==> config.mk <==
export PLATFORM = sky130hd
export DESIGN_NAME = router_pkt_tx
export DESIGN_NICKNAME = d
export VERILOG_FILES = /design/src/rtl/router_pkg.sv /design/src/rtl/router_tx_buf.sv /design/src/rtl/router_pkt_tx.sv
export SDC_FILE = /design/constraint.sdc
export NUM_CORES = 1
export LEC_CHECK = 0
export ABC_CLOCK_PERIOD_IN_PS = 5600
export BUFFER_PORTS_ARGS = -buffer_cell sky130_fd_sc_hd__buf_2
export CORE_MARGIN = 2
export CORE_UTILIZATION = 50
export CTS_CLUSTER_SIZE = 8
export DETAILED_ROUTE_END_ITERATION = 10
export PLACE_DENSITY = 0.67
export SYNTH_ARGS = -nofsm -noshare
export SYNTH_HDL_FRONTEND = slang
export SYNTH_SLANG_ARGS = --single-unit
==> constraint.sdc <==
create_clock -name clk -period 5.6 [get_ports clk]
set_input_delay 0.28 -clock clk [delete_from_list [all_inputs] [get_ports clk]]
set_output_delay 0.28 -clock clk [all_outputs]
set_load 0.005 [all_outputs]
==> src/rtl/router_pkg.sv <==
// Shared router definitions: field widths, the illegal destination code,
// the transmitter state encoding and header byte pack/unpack helpers.
package router_pkg;

   localparam int ADDR_W = 2;
   localparam int LEN_W  = 6;
   localparam int DATA_W = 8;

   localparam logic [ADDR_W-1:0] INVALID_ADDR = 2'b11;

   typedef enum logic [2:0] {
      TX_IDLE,
      TX_LOAD,
      TX_HEADER,
      TX_PAYLOAD,
      TX_PARITY,
      TX_GAP
   } tx_state_t;

   // Header byte carries the payload length in the upper bits, port in the lower bits.
   function automatic logic [DATA_W-1:0] hdr_pack(input logic [LEN_W-1:0]  len,
                                                  input logic [ADDR_W-1:0] addr);
      return {len, addr};
   endfunction

   function automatic logic [ADDR_W-1:0] hdr_addr(input logic [DATA_W-1:0] hdr);
      return hdr[ADDR_W-1:0];
   endfunction

   function automatic logic [LEN_W-1:0] hdr_len(input logic [DATA_W-1:0] hdr);
      return hdr[DATA_W-1:ADDR_W];
   endfunction

endpackage

==> src/rtl/router_tx_buf.sv <==
// Payload buffer: 64x8 register file, one synchronous write port and one
// combinational read port. Storage is not reset; contents after reset are
// don't-care because every packet rewrites the bytes it later reads.
module router_tx_buf
   import router_pkg::*;
(
   input  logic              clk,
   input  logic              wr_en,
   input  logic [LEN_W-1:0]  wr_addr,
   input  logic [DATA_W-1:0] wr_data,
   input  logic [LEN_W-1:0]  rd_addr,
   output logic [DATA_W-1:0] rd_data
);

   logic [DATA_W-1:0] mem [0:(1<<LEN_W)-1];

   // Write one payload byte per accepted handshake.
   always_ff @(posedge clk) begin
      if (wr_en) begin
         mem[wr_addr] <= wr_data;
      end
   end

   assign rd_data = mem[rd_addr];

endmodule

==> src/rtl/router_pkt_tx.sv <==
// Router input-port packet transmitter. Buffers a whole packet (command plus
// payload) first, then streams header, payload and parity towards the router,
// holding each byte while the router signals busy.
module router_pkt_tx
   import router_pkg::*;
#(
   parameter int GAP = 1
) (
   input  logic              clk,
   input  logic              rstn,
   input  logic              cmd_valid,
   output logic              cmd_ready,
   input  logic [ADDR_W-1:0] cmd_addr,
   input  logic [LEN_W-1:0]  cmd_len,
   output logic              cmd_rej,
   input  logic              pl_valid,
   output logic              pl_ready,
   input  logic [DATA_W-1:0] pl_data,
   output logic              pkt_vld,
   output logic [DATA_W-1:0] tx_data,
   input  logic              busy,
   output logic              tx_done,
   output logic [7:0]        pkt_cnt
);

   localparam int GAP_W = (GAP > 1) ? $clog2(GAP) : 1;
   localparam logic [GAP_W-1:0] GAP_LAST = GAP_W'((GAP > 0) ? GAP - 1 : 0);

   tx_state_t          state_reg;
   logic [DATA_W-1:0]  hdr_reg;
   logic [DATA_W-1:0]  par_reg;
   logic [LEN_W-1:0]   idx_reg;
   logic [GAP_W-1:0]   gap_cnt_reg;

   logic               cmd_legal;
   logic [LEN_W-1:0]   len_last;
   logic [LEN_W-1:0]   rd_addr;
   logic [DATA_W-1:0]  rd_data;

   // Handshake readiness is a pure decode of the state.
   assign cmd_ready = (state_reg == TX_IDLE);
   assign pl_ready  = (state_reg == TX_LOAD);

   assign cmd_legal = (cmd_addr != INVALID_ADDR) && (cmd_len != '0);
   assign len_last  = hdr_len(hdr_reg) - LEN_W'(1);

   // Look one byte ahead while streaming payload; the header phase fetches byte 0.
   assign rd_addr = (state_reg == TX_PAYLOAD) ? (idx_reg + LEN_W'(1)) : '0;

   router_tx_buf u_buf (
      .clk     (clk),
      .wr_en   (pl_ready && pl_valid),
      .wr_addr (idx_reg),
      .wr_data (pl_data),
      .rd_addr (rd_addr),
      .rd_data (rd_data)
   );

   // Transmit FSM with registered router-facing outputs, parity and counters.
   always_ff @(posedge clk or negedge rstn) begin
      if (!rstn) begin
         state_reg   <= TX_IDLE;
         hdr_reg     <= '0;
         par_reg     <= '0;
         idx_reg     <= '0;
         gap_cnt_reg <= '0;
         pkt_vld     <= 1'b0;
         tx_data     <= '0;
         tx_done     <= 1'b0;
         cmd_rej     <= 1'b0;
         pkt_cnt     <= '0;
      end else begin
         tx_done <= 1'b0;
         cmd_rej <= 1'b0;
         case (state_reg)
            TX_IDLE: begin
               if (cmd_valid) begin
                  if (cmd_legal) begin
                     hdr_reg   <= hdr_pack(cmd_len, cmd_addr);
                     par_reg   <= hdr_pack(cmd_len, cmd_addr);
                     idx_reg   <= '0;
                     state_reg <= TX_LOAD;
                  end else begin
                     cmd_rej <= 1'b1;
                  end
               end
            end
            TX_LOAD: begin
               if (pl_valid) begin
                  par_reg <= par_reg ^ pl_data;
                  if (idx_reg == len_last) begin
                     pkt_vld   <= 1'b1;
                     tx_data   <= hdr_reg;
                     state_reg <= TX_HEADER;
                  end else begin
                     idx_reg <= idx_reg + LEN_W'(1);
                  end
               end
            end
            TX_HEADER: begin
               if (!busy) begin
                  tx_data   <= rd_data;
                  idx_reg   <= '0;
                  state_reg <= TX_PAYLOAD;
               end
            end
            TX_PAYLOAD: begin
               if (!busy) begin
                  if (idx_reg == len_last) begin
                     pkt_vld   <= 1'b0;
                     tx_data   <= par_reg;
                     state_reg <= TX_PARITY;
                  end else begin
                     tx_data <= rd_data;
                     idx_reg <= idx_reg + LEN_W'(1);
                  end
               end
            end
            TX_PARITY: begin
               if (!busy) begin
                  tx_data <= '0;
                  tx_done <= 1'b1;
                  pkt_cnt <= pkt_cnt + 8'd1;
                  if (GAP == 0) begin
                     state_reg <= TX_IDLE;
                  end else begin
                     gap_cnt_reg <= '0;
                     state_reg   <= TX_GAP;
                  end
               end
            end
            TX_GAP: begin
               if (gap_cnt_reg == GAP_LAST) begin
                  state_reg <= TX_IDLE;
               end else begin
                  gap_cnt_reg <= gap_cnt_reg + GAP_W'(1);
               end
            end
            default: state_reg <= TX_IDLE;
         endcase
      end
   end

endmodule

# Word level (Yosys, flattened, before mapping)
# Memory sizes are Yosys's and may differ from the RTL's.
# Index checks and enable logic that the tools add are counted.
# word_totals
register_bits	45
mem_bits_rw	512
out_inout_bits	21
mem_count	1
# memory_table
memory	words	word_bits	rd	rd_ports_with_merged_regs	wr	line_no	source
u_buf.mem	64	8	1	0	1	router_tx_buf.sv:15	logic [DATA_W-1:0] mem [0:(1<<LEN_W)-1];
# op_classes
add_sub_neg	4
eq_ne	16
mux	44
bitwise	2
n_reduce_logical	17
# op_table
op	count
$mux 8	9
$mux 6	7
$pmux 8 s4	1
$mux 3	9
$pmux 6 s4	1
$pmux 3 s6	1
$pmux 8 s2	1
$ne 2x2->1 const B	7
$mux 1	13
$reduce_and 6->1	2
$reduce_and 9->1	1
$add 8x1->8 const B	1
$reduce_bool 4->1	2
$xor 8x8->8	1
$add 6x1->6 const B	1
$eq 3x2->1 const B	2
$eq 3x3->1 const B	2
$eq 6x6->1	1
$ne 2x1->1 const B	3
$reduce_bool 2->1	3
$reduce_bool 6->1	1
$sub 6x1->6 const B	1
$reduce_and 5->1	1
$pmux 1 s2	2
other kinds (8)	10

# Longest topological paths before layout
# An unclocked memory read counts as a cell.
# logic_depth
ltp_word	6
depth_mapped	11
ltp_nobuf	9

# Modules after synthesis
# From an unflattened synthesis, not the netlist that was laid out.
# unflattened
hier_cells	1192
area_unflattened_um2	22532.9
# modules_own_cells
module	n_inst	cells_per_inst	area_each_um2	seq_area_each_um2
router_tx_buf	1	932	20006.7	15374.7
router_pkt_tx	1	260	2526.2	1101.1

# Least setup slack after synthesis
# No wires, ideal clock.
# synth_path
kind	reg2reg
startpoint	reg idx_reg[0]
endpoint	mem u_buf.mem[26][0] (enable)
setup_time_ps	383
t_arrival_ps	2355
required_ps	5217
setup_slack_ps	2862
stages_incl_launch_ff	8
n_path_buf	3
cell_sequence	dfrtp_1 buf_4 inv_1 clkbuf_1 buf_1 nand3_1 or2_2 nor3_1
# synth_lines
element	line_no	source
start, declared	router_pkt_tx.sv:32	logic [LEN_W-1:0] idx_reg;
start signal, assigned	router_pkt_tx.sv:96	idx_reg <= idx_reg + LEN_W'(1);
start signal, assigned	router_pkt_tx.sv:115	idx_reg <= idx_reg + LEN_W'(1);
end, declared	router_tx_buf.sv:15	
# No word-level cell before the write port.

# Final worst setup path
# layout_path
startpoint	reg state_reg[1]
endpoint	reg tx_data[0]
# layout_via
elab_chain_cells	6
word_cells_on_any_way	17
classes_between	eq/ne: 9; mux: 5; reduce/logical: 2; memory: 1
# layout_lines
element	line_no	source
start, declared	router_pkt_tx.sv:29	tx_state_t state_reg;
start signal, assigned	router_pkt_tx.sv:62	state_reg <= TX_IDLE;
start signal, assigned	router_pkt_tx.sv:82	state_reg <= TX_LOAD;
start signal, assigned	router_pkt_tx.sv:94	state_reg <= TX_HEADER;
$eq 3x2->1	router_pkt_tx.sv:48, router_pkt_tx.sv:75	
$mux 6	router_pkt_tx.sv:48	assign rd_addr = (state_reg == TX_PAYLOAD) ? (idx_reg + LEN_W'(1)) : '0;
$mem_v2 64x8	n/a	
$mux 8	router_pkt_tx.sv:109	if (idx_reg == len_last) begin
$mux 8	router_pkt_tx.sv:108	if (!busy) begin
$pmux 8 s4	router_pkt_tx.sv:75	case (state_reg)
end signal, assigned	router_pkt_tx.sv:93	tx_data <= hdr_reg;
end signal, assigned	router_pkt_tx.sv:111	tx_data <= par_reg;
end signal, assigned	router_pkt_tx.sv:114	tx_data <= rd_data;
end, declared	router_pkt_tx.sv:20	output logic [DATA_W-1:0] tx_data,
# Several ways; a longest one is shown, not always the timed one. The select of a mux whose other input is x is not followed.
# A chain may end at the register's enable or synchronous reset.

==> flow_metrics.env <==
export IMPL_yosysWarnings=0
export IMPL_core_area_um2=45600
export IMPL_first_iter_violations=2439
export IMPL_clock_path_buffers=3
export IMPL_first_pass_iters=6
export IMPL_worst_path_buf_inv=1
export IMPL_cts_tree="built"
export IMPL_hold_ws_ns=0.0380
export IMPL_criticalPathCategory="register to register"
export IMPL_end_kind="register"
export IMPL_synthArstFlopShare=0.0791
export IMPL_min_period_ns=4.56
export IMPL_synth_top_family_by_area="compound AO/OA/AOI/OAI gates"
export IMPL_syn_to_final_growth_pct=13.0
export IMPL_numCtsBuffers=79
export IMPL_cp_cell_sequence="nand3b_1, nor2_4, buf_4, nor2_1, o21ai_0, a21oi_1, a2111oi_0, o31ai_1"
export IMPL_dp_hpwl_um=38600
export IMPL_power_per_cell_area_nw_per_um2=460
export IMPL_worst_pin_slew_ns=1.21
export IMPL_track_usage=0.267
export IMPL_synth_distinct_cells=80
export IMPL_finalCoreUtilization=0.574
export IMPL_drv_slew=0
export IMPL_yosysMostFrequentCell="edfxtp_1"
export IMPL_antenna_found_initial=2
export IMPL_io_pins=42
export IMPL_ys_top_cells_by_count="512 x edfxtp_1, 138 x nor2_1, 126 x nand2_1, 97 x a21oi_1, 79 x mux2i_1"
export IMPL_setup_tns_final_ns=0
export IMPL_synth_fp_nets=1637
export IMPL_synth_seq_cells=556
export IMPL_grt_max_degree=67
export IMPL_dieWidth_um=219
export IMPL_synthSimpleGateAreaFrac=0.0797
export IMPL_gp_congestion=0.912
export IMPL_fmax_mhz=219
export IMPL_crit_slowest_cell="a2111oi_0"
export IMPL_wl_per_cell_um=27.5
export IMPL_n_fill_cell=3479
export IMPL_routed_wl_um=63100
export IMPL_yosysTopAreaCell="edfxtp_1"
export IMPL_synth_edf_count=512
export IMPL_worstSetupStartpointType="register"
export IMPL_synth_fa_ha_area_frac=0.00162
export IMPL_setup_viol=0
export IMPL_die_y_um=219
export IMPL_hold_class="primary input to async pin"
export IMPL_synth_ff_type="edfxtp_1"
export IMPL_avgSynthCellArea_um2=14.4
export IMPL_multi_input_area_um2=6140
export IMPL_crit_family="simple AND/OR/NAND/NOR gates"
export IMPL_postPlaceCellArea_um2=23900
export IMPL_drc=0
export IMPL_post_place_ws_ns=1.17
export IMPL_relSlewSlack=0.170
export IMPL_final_hold_viol_count=0
export IMPL_fin_nets=1689
export IMPL_num_vias=15100
export IMPL_initial_utilization=0.508
export IMPL_worst_path_largest_cell_delay_ns=1.04
export IMPL_grt_pass1_vias=14600
export IMPL_cts_sinks=556
export IMPL_period_share=0.815
export IMPL_antennaDiodeCount=0
export IMPL_peakVddDrop_mv=0.284
export IMPL_grt_pass1_wl_um=93700
export IMPL_path_max_fanout=32
export IMPL_arrival_ns=5.01
export IMPL_rsz0062_at_grt="false"
export IMPL_netlist_instances=1613
export IMPL_required_ns=6.05
export IMPL_synth_top_area_frac=0.664
export IMPL_clkTransAtPathRegs_ns=0.05
export IMPL_port_buffers=41
export IMPL_synthMuxAreaShare=0.0565
export IMPL_cts_resized=0
export IMPL_seq_area_um2=16500
export IMPL_num_rows=78
export IMPL_grt_remaining_overflow=0
export IMPL_insertion_delay_ns=0.61
export IMPL_drv_cap=0
export IMPL_synth_xor_area_share=0.00713
export IMPL_regMostFlops="u_buf.mem"
export IMPL_postRouteAntennaNets=0
export IMPL_cts_root_buf="clkbuf_16"
export IMPL_synth_compound_area_frac=0.118
export IMPL_netlist_area_um2=23200
export IMPL_dieArea_um2=48000
export IMPL_synth_top_cells_by_area="edfxtp_1 66%, dfrtp_1 4.8%, mux2i_1 3.4%"
export IMPL_layout_drive_gt1_share=0.141
export IMPL_viasPerCell=6.57
export IMPL_fin_ws_ns=1.04
export IMPL_p_leak_nw=8.61
export IMPL_cts_setup_buffers=0
export IMPL_skew_ns=0.0272
export IMPL_seq_area_frac_synth=0.712
export IMPL_largest_reg_flops=512
export IMPL_stdcell_area_um2=26200
export IMPL_status="complete, no violations"
export IMPL_cts_max_level=3
[metrics by stage]
step / std cells / total power [mW]
after floorplan: 1613 / 6.76
after global placement: 2174 / 7.65
after detailed placement: 2174 / 7.70
after CTS: 2292 / 12.0
after global routing: 2292 / 12.4
final: 2292 / 12.0
[report_power, final]
| part | internal (mW) | total [mW] | switching (mW) | leakage [nW] |
|---|---|---|---|---|
| combinational | 0.959 | 2.73 | 1.77 | 2.40 |
| clock | 2.66 | 4.31 | 1.65 | 1.07 |
| sequential | 4.70 | 4.99 | 0.290 | 5.14 |
[worst paths after layout]
path	startpoint	end	depth (start not counted)	slack, ns
min	rstn	pkt_cnt[2]	2	0.04
min in group clk	pl_valid	pkt_vld	3	0.04
max in group asynchronous	rstn	idx_reg[0]	3	4.77
max reg2reg	state_reg[1]	tx_data[0]	8	1.04
min reg2reg	pkt_cnt[7]	pkt_cnt[7]	1	0.49
max	state_reg[1]	tx_data[0]	8	1.04
[metal layers]
layer | vias up | share of wire | track usage
met4 | 0 | 0.032 | 0.101
met2 | 993 | 0.46 | 0.409
li1 | 6423 | - | -
met3 | 161 | 0.11 | 0.0660
met5 | - | 0 | 0
met1 | 7481 | 0.40 | 0.370
[kinds of logic after synthesis]
group                      count (synthesis)
AOI/OAI and AO/OA                        384
DFF                                      556
and+or+nand+nor                          405
muxes                                    124
buffers and inverters                    123
adders and majority gates                  3
xor gates and xnor gates                  18
[cell usage in the layout, fill, tap and decap left out, drive strengths merged, types with 19 or more instances in the layout]
cell type,synthesis,final
edfxtp,512,512
nor2,140,140
nand2,127,127
clkbuf,39,104
a21oi,98,98
mux2i,79,79
buf,77,77
o221ai,62,62
nand3,50,50
o21ai,47,47
dfrtp,44,44
mux2,44,44
o22ai,29,29
a2bb2oi,27,27
or3,19,19
[final cells by class]
class	count	area share
timing repair buffer	87	0.0220
inverter	7	0.00100
clock buffer	104	0.0816
sequential	556	0.630
clock inverter	4	0.00244
multi-input combinational	934	0.235
tap	600	0.0287
[what timing repair did]
item | 4_1_cts | 5_1_grt
hold buffers | 10 | 0
endpoints found under the hold margin | 53 | 0
endpoints found under the setup margin | 0 | 0
Note: power is estimated with default switching activity, not from simulation.
